$ cat src/rtl/grf_wb_pkg.sv
// Shared encodings for the register-file writeback front end and the load aligner.
package grf_wb_pkg;

    localparam logic [1:0] SRC_ALU  = 2'b00;
    localparam logic [1:0] SRC_MEM  = 2'b01;
    localparam logic [1:0] SRC_LINK = 2'b10;
    localparam logic [1:0] SRC_LUI  = 2'b11;

    localparam logic [2:0] LD_LW  = 3'b000;
    localparam logic [2:0] LD_LH  = 3'b001;
    localparam logic [2:0] LD_LHU = 3'b010;
    localparam logic [2:0] LD_LB  = 3'b011;
    localparam logic [2:0] LD_LBU = 3'b100;

    typedef enum logic [1:0] {
        IDLE     = 2'd0,
        WAIT_MEM = 2'd1,
        WRITE    = 2'd2
    } state_e;

endpackage

$ cat src/rtl/grf_wb_unit_load_align.sv
// Little-endian byte/halfword extraction and extension for loads; flags misaligned or illegal types.
module load_align
    import grf_wb_pkg::*;
(
    input  logic [2:0]  ldtype,
    input  logic [1:0]  addr_lo,
    input  logic [31:0] rdata,
    output logic [31:0] data,
    output logic        misalign
);

    logic [7:0]  byte_sel;
    logic [15:0] half_sel;

    always_comb begin
        byte_sel = rdata[7:0];
        case (addr_lo)
            2'd0: byte_sel = rdata[7:0];
            2'd1: byte_sel = rdata[15:8];
            2'd2: byte_sel = rdata[23:16];
            2'd3: byte_sel = rdata[31:24];
            default: byte_sel = rdata[7:0];
        endcase
        half_sel = addr_lo[1] ? rdata[31:16] : rdata[15:0];
    end

    always_comb begin
        data     = 32'h0;
        misalign = 1'b0;
        case (ldtype)
            LD_LW: begin
                data     = rdata;
                misalign = (addr_lo != 2'b00);
            end
            LD_LH: begin
                data     = {{16{half_sel[15]}}, half_sel};
                misalign = addr_lo[0];
            end
            LD_LHU: begin
                data     = {16'h0, half_sel};
                misalign = addr_lo[0];
            end
            LD_LB:  data = {{24{byte_sel[7]}}, byte_sel};
            LD_LBU: data = {24'h0, byte_sel};
            default: misalign = 1'b1;
        endcase
    end

endmodule

$ cat src/rtl/grf_wb_unit.sv
// Register-file write port sequencer: one writeback per request from ALU, memory, link or LUI.
//   state    | meaning
//   IDLE     | ready for a request
//   WAIT_MEM | load captured, waiting for mem_rvalid
//   WRITE    | write port driven for one cycle, done pulses
module grf_wb_unit
    import grf_wb_pkg::*;
#(
    parameter int unsigned LINK_OFFSET = 8,
    parameter int unsigned LINK_REG    = 31
) (
    input  logic        clk,
    input  logic        reset,
    input  logic        req_valid,
    output logic        req_ready,
    input  logic [4:0]  req_waddr,
    input  logic [1:0]  req_src,
    input  logic        req_link_ra,
    input  logic [31:0] req_alu,
    input  logic [31:0] req_pc,
    input  logic [15:0] req_imm,
    input  logic [2:0]  req_ldtype,
    input  logic [1:0]  req_addr_lo,
    input  logic        mem_rvalid,
    input  logic [31:0] mem_rdata,
    output logic [4:0]  Waddr,
    output logic        regwrite,
    output logic [31:0] Wdata,
    output logic        done,
    output logic        align_err,
    output logic        busy
);

    localparam logic [4:0]  LINK_DEST = 5'(LINK_REG);
    localparam logic [31:0] LINK_ADD  = 32'(LINK_OFFSET);

    state_e      state_q, state_d;
    logic [4:0]  dest_q, dest_d;
    logic [2:0]  ldtype_q, ldtype_d;
    logic [1:0]  addr_lo_q, addr_lo_d;
    logic [4:0]  waddr_q, waddr_d;
    logic [31:0] wdata_q, wdata_d;
    logic        regwrite_q, regwrite_d;
    logic        done_q, done_d;
    logic        align_err_q, align_err_d;

    logic [4:0]  req_dest;
    logic [31:0] req_result;
    logic [31:0] ld_data;
    logic        ld_misalign;

    load_align u_load_align (
        .ldtype   (ldtype_q),
        .addr_lo  (addr_lo_q),
        .rdata    (mem_rdata),
        .data     (ld_data),
        .misalign (ld_misalign)
    );

    always_comb begin
        req_dest = (req_src == SRC_LINK && req_link_ra) ? LINK_DEST : req_waddr;
        case (req_src)
            SRC_LINK: req_result = req_pc + LINK_ADD;
            SRC_LUI:  req_result = {req_imm, 16'h0};
            default:  req_result = req_alu;
        endcase
    end

    always_comb begin
        state_d     = state_q;
        dest_d      = dest_q;
        ldtype_d    = ldtype_q;
        addr_lo_d   = addr_lo_q;
        waddr_d     = waddr_q;
        wdata_d     = wdata_q;
        regwrite_d  = 1'b0;
        done_d      = 1'b0;
        align_err_d = 1'b0;
        case (state_q)
            IDLE: begin
                if (req_valid) begin
                    dest_d    = req_dest;
                    ldtype_d  = req_ldtype;
                    addr_lo_d = req_addr_lo;
                    if (req_src == SRC_MEM) begin
                        state_d = WAIT_MEM;
                    end else begin
                        state_d    = WRITE;
                        waddr_d    = req_dest;
                        wdata_d    = req_result;
                        regwrite_d = (req_dest != 5'd0);
                        done_d     = 1'b1;
                    end
                end
            end
            WAIT_MEM: begin
                if (mem_rvalid) begin
                    if (ld_misalign) begin
                        state_d     = IDLE;
                        align_err_d = 1'b1;
                    end else begin
                        state_d    = WRITE;
                        waddr_d    = dest_q;
                        wdata_d    = ld_data;
                        regwrite_d = (dest_q != 5'd0);
                        done_d     = 1'b1;
                    end
                end
            end
            WRITE:   state_d = IDLE;
            default: state_d = IDLE;
        endcase
    end

    always_ff @(posedge clk or posedge reset) begin
        if (reset) begin
            state_q     <= IDLE;
            dest_q      <= 5'd0;
            ldtype_q    <= 3'd0;
            addr_lo_q   <= 2'd0;
            waddr_q     <= 5'd0;
            wdata_q     <= 32'h0;
            regwrite_q  <= 1'b0;
            done_q      <= 1'b0;
            align_err_q <= 1'b0;
        end else begin
            state_q     <= state_d;
            dest_q      <= dest_d;
            ldtype_q    <= ldtype_d;
            addr_lo_q   <= addr_lo_d;
            waddr_q     <= waddr_d;
            wdata_q     <= wdata_d;
            regwrite_q  <= regwrite_d;
            done_q      <= done_d;
            align_err_q <= align_err_d;
        end
    end

    assign req_ready = (state_q == IDLE);
    assign busy      = (state_q != IDLE);
    assign Waddr     = waddr_q;
    assign Wdata     = wdata_q;
    assign regwrite  = regwrite_q;
    assign done      = done_q;
    assign align_err = align_err_q;

endmodule

$ cat config.mk
export PLATFORM = sky130hd
export DESIGN_NAME = grf_wb_unit
export DESIGN_NICKNAME = d
export VERILOG_FILES = /design/src/rtl/grf_wb_pkg.sv /design/src/rtl/grf_wb_unit_load_align.sv /design/src/rtl/grf_wb_unit.sv
export SDC_FILE = /design/constraint.sdc
export NUM_CORES = 1
export LEC_CHECK = 0
export CAP_MARGIN = 20
export CORE_UTILIZATION = 39
export CTS_CLUSTER_DIAMETER = 200
export DETAILED_ROUTE_END_ITERATION = 12
export PLACE_DENSITY_LB_ADDON = 0.08
export SYNTH_ARGS = -nofsm -noshare
export SYNTH_HDL_FRONTEND = slang
export SYNTH_SLANG_ARGS = --single-unit
$ cat constraint.sdc
create_clock -name clk -period 1.8 [get_ports clk]
set_input_delay 0.18 -clock clk [delete_from_list [all_inputs] [get_ports clk]]
set_output_delay 0.18 -clock clk [all_outputs]
set_load 0.01 [all_outputs]
After elaboration in Yosys (flattened, before gate mapping):

Cells that the tools add are included.

* input port bits: 129
* register bits after elaboration: 52
* logic and storage cells: 73

* equality and inequality tests: 15
* muxes and demuxes: 34
* reduce and logical (&&, ||, !) cells: 14
* add/subtract/negate cells: 1

Operator list (number)
* 32-bit case mux with 5 select lines: 1
* 32-bit 2-to-1 mux: 4
* 32-bit case mux with 2 select lines: 2
* 32-bit by 4-bit adder with 32-bit output (second input constant): 1
* 8-bit case mux with 4 select lines: 1
* 5-bit 2-to-1 mux: 5
* 16-bit 2-to-1 mux: 1
* 1-bit 2-to-1 mux: 11
* 5-bit case mux with 2 select lines: 1
* 5-bit nonzero test: 2
* 2-bit equality test (second input constant): 4
* 2-bit 2-to-1 mux: 4
* 2-bit != test (second input constant): 4
* 2-bit by 1-bit equality test with 1-bit output (second input constant): 3
* 3-bit by 2-bit equality test with 1-bit output (second input constant): 2
* 2-bit nonzero test: 3
* 5-bit AND reduction: 1
* 2-bit logical NOT: 2
* 1-bit case mux with 2 select lines: 2
* 2-bit case mux with 2 select lines: 1
* 2-bit AND reduction: 2
* 2-bit OR reduction: 2
* 3-bit by 1-bit equality test with 1-bit output (second input constant): 1
* 3-bit equality test (second input constant): 1
* other kinds (3): 3

Depth between registers and ports, before layout:

* depth in word-level cells: 7
* gate-level depth with buffers: 10

Modules after synthesis:

From an unflattened synthesis, not the netlist that was laid out.

* cells, all modules: 528
* area total of the unflattened synthesis: 4146.5 sq um

By module, submodules not included
* grf_wb_unit: times used 1, cells each 407, area an instance 3334.4 sq um
* load_align: times used 1, cells each 121, area an instance 812.0 sq um

Worst setup path before layout:

OpenSTA, ideal clock, no wires.

* path kind: register to register
* start: reg ldtype_q[0]
* end: reg wdata_q[26] (netlist: Wdata[26])
* library setup time: 126 ps
* path slack: -87 ps
* stages on the path, launching flop included: 10
* buffers on the path: 2
* required time: 1674 ps
* arrival time: 1761 ps
* period minus slack after synthesis: 1887 ps
* path through: dfrtp_1 > buf_6 > o21a_1 > a311oi_2 > nand3_2 > and2_4 > buf_6 > inv_4 > o21ai_0 > o32a_1

* longest elaborated chain between the ends: 5
* elaborated cells between the ends (all ways): 14
* classes of those cells: eq/ne (5); mux (5); reduce/logical (4)

RTL lines
* from (decl): RTL line grf_wb_unit.sv:39 `logic [2:0] ldtype_q, ldtype_d;`
* from (signal assigned): RTL line grf_wb_unit.sv:129 `ldtype_q <= ldtype_d;`
* 3-bit by 2-bit equality test with 1-bit output (tied with other cells): RTL line grf_wb_unit_load_align.sv:30 `case (ldtype)`
* 2-bit OR reduction (no source line) / 32-bit case mux with 5 select lines (equally long branches)
* 1-bit case mux with 3 select lines / 32-bit 2-to-1 mux (equally long branches): RTL line grf_wb_unit_load_align.sv:30, grf_wb_unit.sv:98
* 2-bit != test (no source line) / 32-bit 2-to-1 mux (equally long branches)
* 5-bit AND reduction (no source line) / 32-bit case mux with 2 select lines (equally long branches)
* to (signal assigned): RTL line grf_wb_unit.sv:132 `wdata_q <= wdata_d;`
* to (decl): RTL line grf_wb_unit.sv:42 `logic [31:0] wdata_q, wdata_d;`

Several ways; a longest one is shown, not always the timed one. The select of a mux whose other input is x is not followed.
A chain may end at the register's enable or synchronous reset.

Worst setup path in the final report:

* start: reg ldtype_q[1]
* end: reg wdata_q[26] (netlist: Wdata[26])

Same word-level chain as after synthesis.

==> results_tabular.tex <==
\begin{tabular}{lr}
\hline
Metric & Value \\
\hline
\multicolumn{2}{l}{\textbf{Power and ir drop}} \\
Part of the power in the clock network & 13.5\% \\
Portion of total power attributed to sequential cells & 31.3\% \\
Overall power of the completed layout & 5.612 mW \\
Cell internal power dissipation & 3.513 mW \\
Static power due to leakage & 2.743 nW \\
Power per cell area & 815.7 nW/um\^{}2 \\
Comb pwr share & 55.1\% \\
Fraction of power spent switching nets & 37.41\% \\
Net switching power & 2.099 mW \\
Worst vdd ir & 0.5376 mV \\
\multicolumn{2}{l}{\textbf{Synth}} \\
Prevailing post-synth register cell & sky130\_fd\_sc\_hd\_\_dfrtp\_1 \\
Count of flip-flops with a built-in enable after synthesis & 0 \\
Number of standard cells after synthesis & 473 \\
Mean instance size in the synthesized netlist & 8.261 sq um \\
Sequential area share after synthesis & 33.30\% \\
Post-Synthesis Cell Area & 3907 sq um \\
\#FFs+latches synth & 52 \\
Share of flip-flops with an asynchronous set or reset & 100.0\% \\
Post-synthesis net count & 603 \\
Number of library cell types mapped by synthesis & 56 \\
Number of synthesis warnings & 0 \\
\multicolumn{2}{l}{\textbf{Routing}} \\
Average vias per placed instance & 5.699 \\
WL per Instance & 18.92 um \\
Drt initial violations & 318 \\
Vias & 4930 \\
Number of iterations in the first detailed-routing pass & 5 \\
Routed Wire Length & 16370 um \\
Number of DRC violations after detailed routing & 0 \\
Post-detailed-route count of antenna-violating nets & 0 \\
\multicolumn{2}{l}{\textbf{Die}} \\
Initial Utilization & 40.16\% \\
Die X-Extent & 102.1 um \\
\# rows & 36 \\
Top-Level Pins & 171 \\
Total core area & 9729 sq um \\
Die outline height & 102.1 um \\
Die Outline Area & 10420 sq um \\
\multicolumn{2}{l}{\textbf{CTS}} \\
Inserted Clock Buffers & 5 \\
Clock network latency to the later pin of the worst-skew pair & 320 ps \\
Count of hold-fix buffers inserted at cts & 0 \\
Clock root buffer & sky130\_fd\_sc\_hd\_\_clkbuf\_8 \\
CTS tree & yes \\
Clock Path Buffers & 2 \\
Sinks on Clock Net & 52 \\
Clock Pin Slew Worst Setup and Hold Paths & 110 ps \\
Count of H-tree levels built during CTS & 2 \\
\multicolumn{2}{l}{\textbf{Timing}} \\
Fraction of the cycle the final worst path needs & 105.7\% \\
RSZ-0062 raised after global routing & yes \\
Final-report max-slew violation count & 0 \\
Tightest hold margin & 220.6 ps \\
Total of endpoints with negative setup slack in the final report & 27 \\
Slew at the pin closest to its max-slew limit & 713.0 ps \\
Worst-case setup margin in the final layout & -102.9 ps \\
Count of final hold-check violations & 0 \\
Max\_slew headroom & 52.29\% \\
Crit path time final & 1903 ps \\
Skew final & 11.27 ps \\
Fmax & 525.5 MHz \\
\multicolumn{2}{l}{\textbf{Status}} \\
Violated checks & negative setup slack \\
Outcome & complete, but fails checks \\
\multicolumn{2}{l}{\textbf{Worst setup path}} \\
Startpoint type of the worst setup path & flip-flop \\
Sort of element at the end of the critical path & flip-flop \\
Largest stage delay on the critical path & 460 ps \\
Ordered cell list for the critical path & o21a\_1 > a311oi\_2 > buf\_4 > nand3\_4 > and2\_4 > inv\_8 > o21ai\_2 > o32a\_1 \\
Arr. time, crit path & 2110 ps \\
Worst path slowest cell & sky130\_fd\_sc\_hd\_\_dfrtp\_2 \\
Crit path kind & flip-flop to flip-flop \\
Worst Path Max Fanout & 5 \\
Required @ worst endpoint & 2010 ps \\
\multicolumn{2}{l}{\textbf{Placed design}} \\
Number of port buffers & 170 \\
Total cell area at the placement stage & 6467 sq um \\
Placed wire-length estimate & 13060 um \\
Worst-case setup slack after placement & -506.5 ps \\
Placer Congestion & 1.006 \\
\multicolumn{2}{l}{\textbf{Final layout}} \\
Fill cell count & 822 \\
Number of antenna diodes & 0 \\
Synthesis-to-layout area growth & 76.05\% \\
Proportion of layout cells with a drive suffix above 1 & 25.41\% \\
Cell area after layout & 6879 sq um \\
Fin nets & 861 \\
\multicolumn{2}{l}{\textbf{Global route}} \\
Pin count of the biggest net entering global routing & 53 \\
Grt total ovfl & 0 \\
Aggregate global-route resource usage & 31.50\% \\
Number of antenna violations at the first check in global routing & 0 \\
Global-route wire length before repair & 24610 um \\
Via count of the first global-routing pass & 4694 \\
\multicolumn{2}{l}{\textbf{Worst hold path}} \\
HP Class & input pin to asynchronous set/reset pin \\
\multicolumn{2}{l}{\textbf{Run}} \\
Number of max-cap violations & 0 \\
\hline
\end{tabular}
## sequential cells by signal, indices dropped and copies added (netlist names)
| register | flops |
|---|---|
| dest_q | 5 |
| Wdata | 32 |
| align_err | 1 |
| done | 1 |
| regwrite | 1 |
| addr_lo_q | 2 |
| state_q | 2 |
| ldtype_q | 3 |
| Waddr | 5 |
## layout by cell type, fill, tap and decap left out, types with 6 or more instances in the layout
master / n
sky130_fd_sc_hd__xnor2_1: 12
sky130_fd_sc_hd__nand2_1: 54
sky130_fd_sc_hd__o21ai_1: 13
sky130_fd_sc_hd__nand4_1: 9
sky130_fd_sc_hd__nor2_1: 36
sky130_fd_sc_hd__mux4_2: 7
sky130_fd_sc_hd__a21oi_1: 52
sky130_fd_sc_hd__a22oi_1: 23
sky130_fd_sc_hd__o211ai_1: 6
sky130_fd_sc_hd__clkdlybuf4s50_1: 168
sky130_fd_sc_hd__xor2_1: 9
sky130_fd_sc_hd__inv_1: 6
sky130_fd_sc_hd__nand3_1: 12
sky130_fd_sc_hd__o21ai_0: 25
sky130_fd_sc_hd__buf_4: 101
sky130_fd_sc_hd__mux2_2: 8
sky130_fd_sc_hd__dfrtp_1: 48
sky130_fd_sc_hd__o22a_1: 12
## power groups by stage
stage / combinational (mW) / sequential [mW] / clock, mW
final: 3.09 / 1.76 / 0.760
after global routing: 3.31 / 1.80 / 0.800
after CTS: 3.02 / 1.74 / 0.765
after detailed placement: 2.84 / 1.76 / 0
after global placement: 2.81 / 1.75 / 0
after floorplan: 1.19 / 1.84 / 0
## worst paths after layout
check / startpoint / endpoint / slack, ps / depth (start not counted)
hold reg to reg: Wdata[14] / Wdata[14] / 490 / 2
setup reg to reg: ldtype_q[1] / Wdata[26] / -100 / 8
setup / recovery: ldtype_q[1] / Wdata[26] / -100 / 8
hold / removal: reset / Waddr[4] / 220 / 3
min in group clk: req_pc[3] / Wdata[3] / 390 / 5
max in group asynchronous: reset / Wdata[25] / 1330 / 3
## stage by stage
stage / std cells / util (%) / setup TNS (ps)
global placement: 848 / 66.47 / -6555
finish: 865 / 70.70 / -1005
global route: 865 / 70.70 / -3250
CTS: 861 / 69.43 / -1912
detailed placement: 848 / 66.47 / -7599
floorplan: 473 / - / -803.2
## Yosys cell counts, drive strengths merged (2+ instances only)
cell type | n | area (sq um)
o22ai | 5 | 31.28
nor2b | 4 | 25.02
nor3 | 4 | 25.02
clkbuf | 19 | 71.32
o21ai | 43 | 215.2
and3 | 4 | 25.02
nor4 | 3 | 18.77
o2bb2ai | 2 | 17.52
a211oi | 2 | 15.01
nor2 | 39 | 148.9
nand4 | 10 | 68.81
o211ai | 6 | 45.04
dfrtp | 52 | 1301
and4 | 3 | 26.28
and2 | 5 | 33.78
mux2 | 8 | 90.09
or2 | 3 | 18.77
buf | 15 | 101.3
xnor2 | 12 | 105.1
a22o | 5 | 43.79
a21oi | 57 | 285.3
a2111oi | 2 | 23.77
o22a | 12 | 105.1
nand3 | 14 | 75.07
xor2 | 9 | 78.83
o32a | 2 | 20.02
nand2b | 3 | 18.77
or4 | 3 | 22.52
mux4 | 7 | 157.7
a22oi | 28 | 210.2
nand2 | 56 | 210.2
a31oi | 4 | 25.02
or3 | 3 | 18.77
inv | 8 | 32.54
a221oi | 8 | 70.07
mux2i | 3 | 30.03
## final cells by class
| type | instances | area (sq um) | share of cell area, % |
|---|---|---|---|
| timing repair buffer | 282 | 2658 | 38.63 |
| multi-input combinational | 380 | 2600 | 37.80 |
| tap | 133 | 166.4 | 2.419 |
| clock inverter | 3 | 27.53 | 0.4001 |
| clock buffer | 5 | 68.82 | 1.000 |
| timing repair inverter | 2 | 15.01 | 0.2183 |
| sequential | 52 | 1306 | 18.99 |
| inverter | 8 | 37.54 | 0.5457 |
## worst max-delay path, delay by kind of cell (launching register included)
kind / cells / cell delay, ps
AO/OA/AOI/OAI: 4 / 770
buffers and inverters: 2 / 280
flip-flops: 1 / 460
AND/OR/NAND/NOR: 2 / 280
## routing by layer
metal | GRT usage (%) | share of wire (%) | wire length (um)
met1 | 42.22 | 43 | 7022
met2 | 52.66 | 48 | 7810
met3 | 4.583 | 6.8 | 1116
met4 | 9.341 | 2.6 | 418
met5 | 0 | 0 | 0
## logic make-up after synthesis
logic type                 share of synthesized area [%]
buffers and inverters                              5.251
xor gates and xnor gates                           4.707
muxes                                              7.109
and+or+nand+nor                                    19.28
AOI/OAI and AO/OA                                  30.04
adders and majority gates                         0.3202
DFF                                                33.30
## timing repair
item / in CTS / in global routing
setup buffers: 1 / 4
gates cloned: 4 / 0
endpoints found under the setup margin: 37 / 38
resized for setup: 40 / 23
pin swaps: 7 / 13
Note: power is estimated with default switching activity, not from simulation.
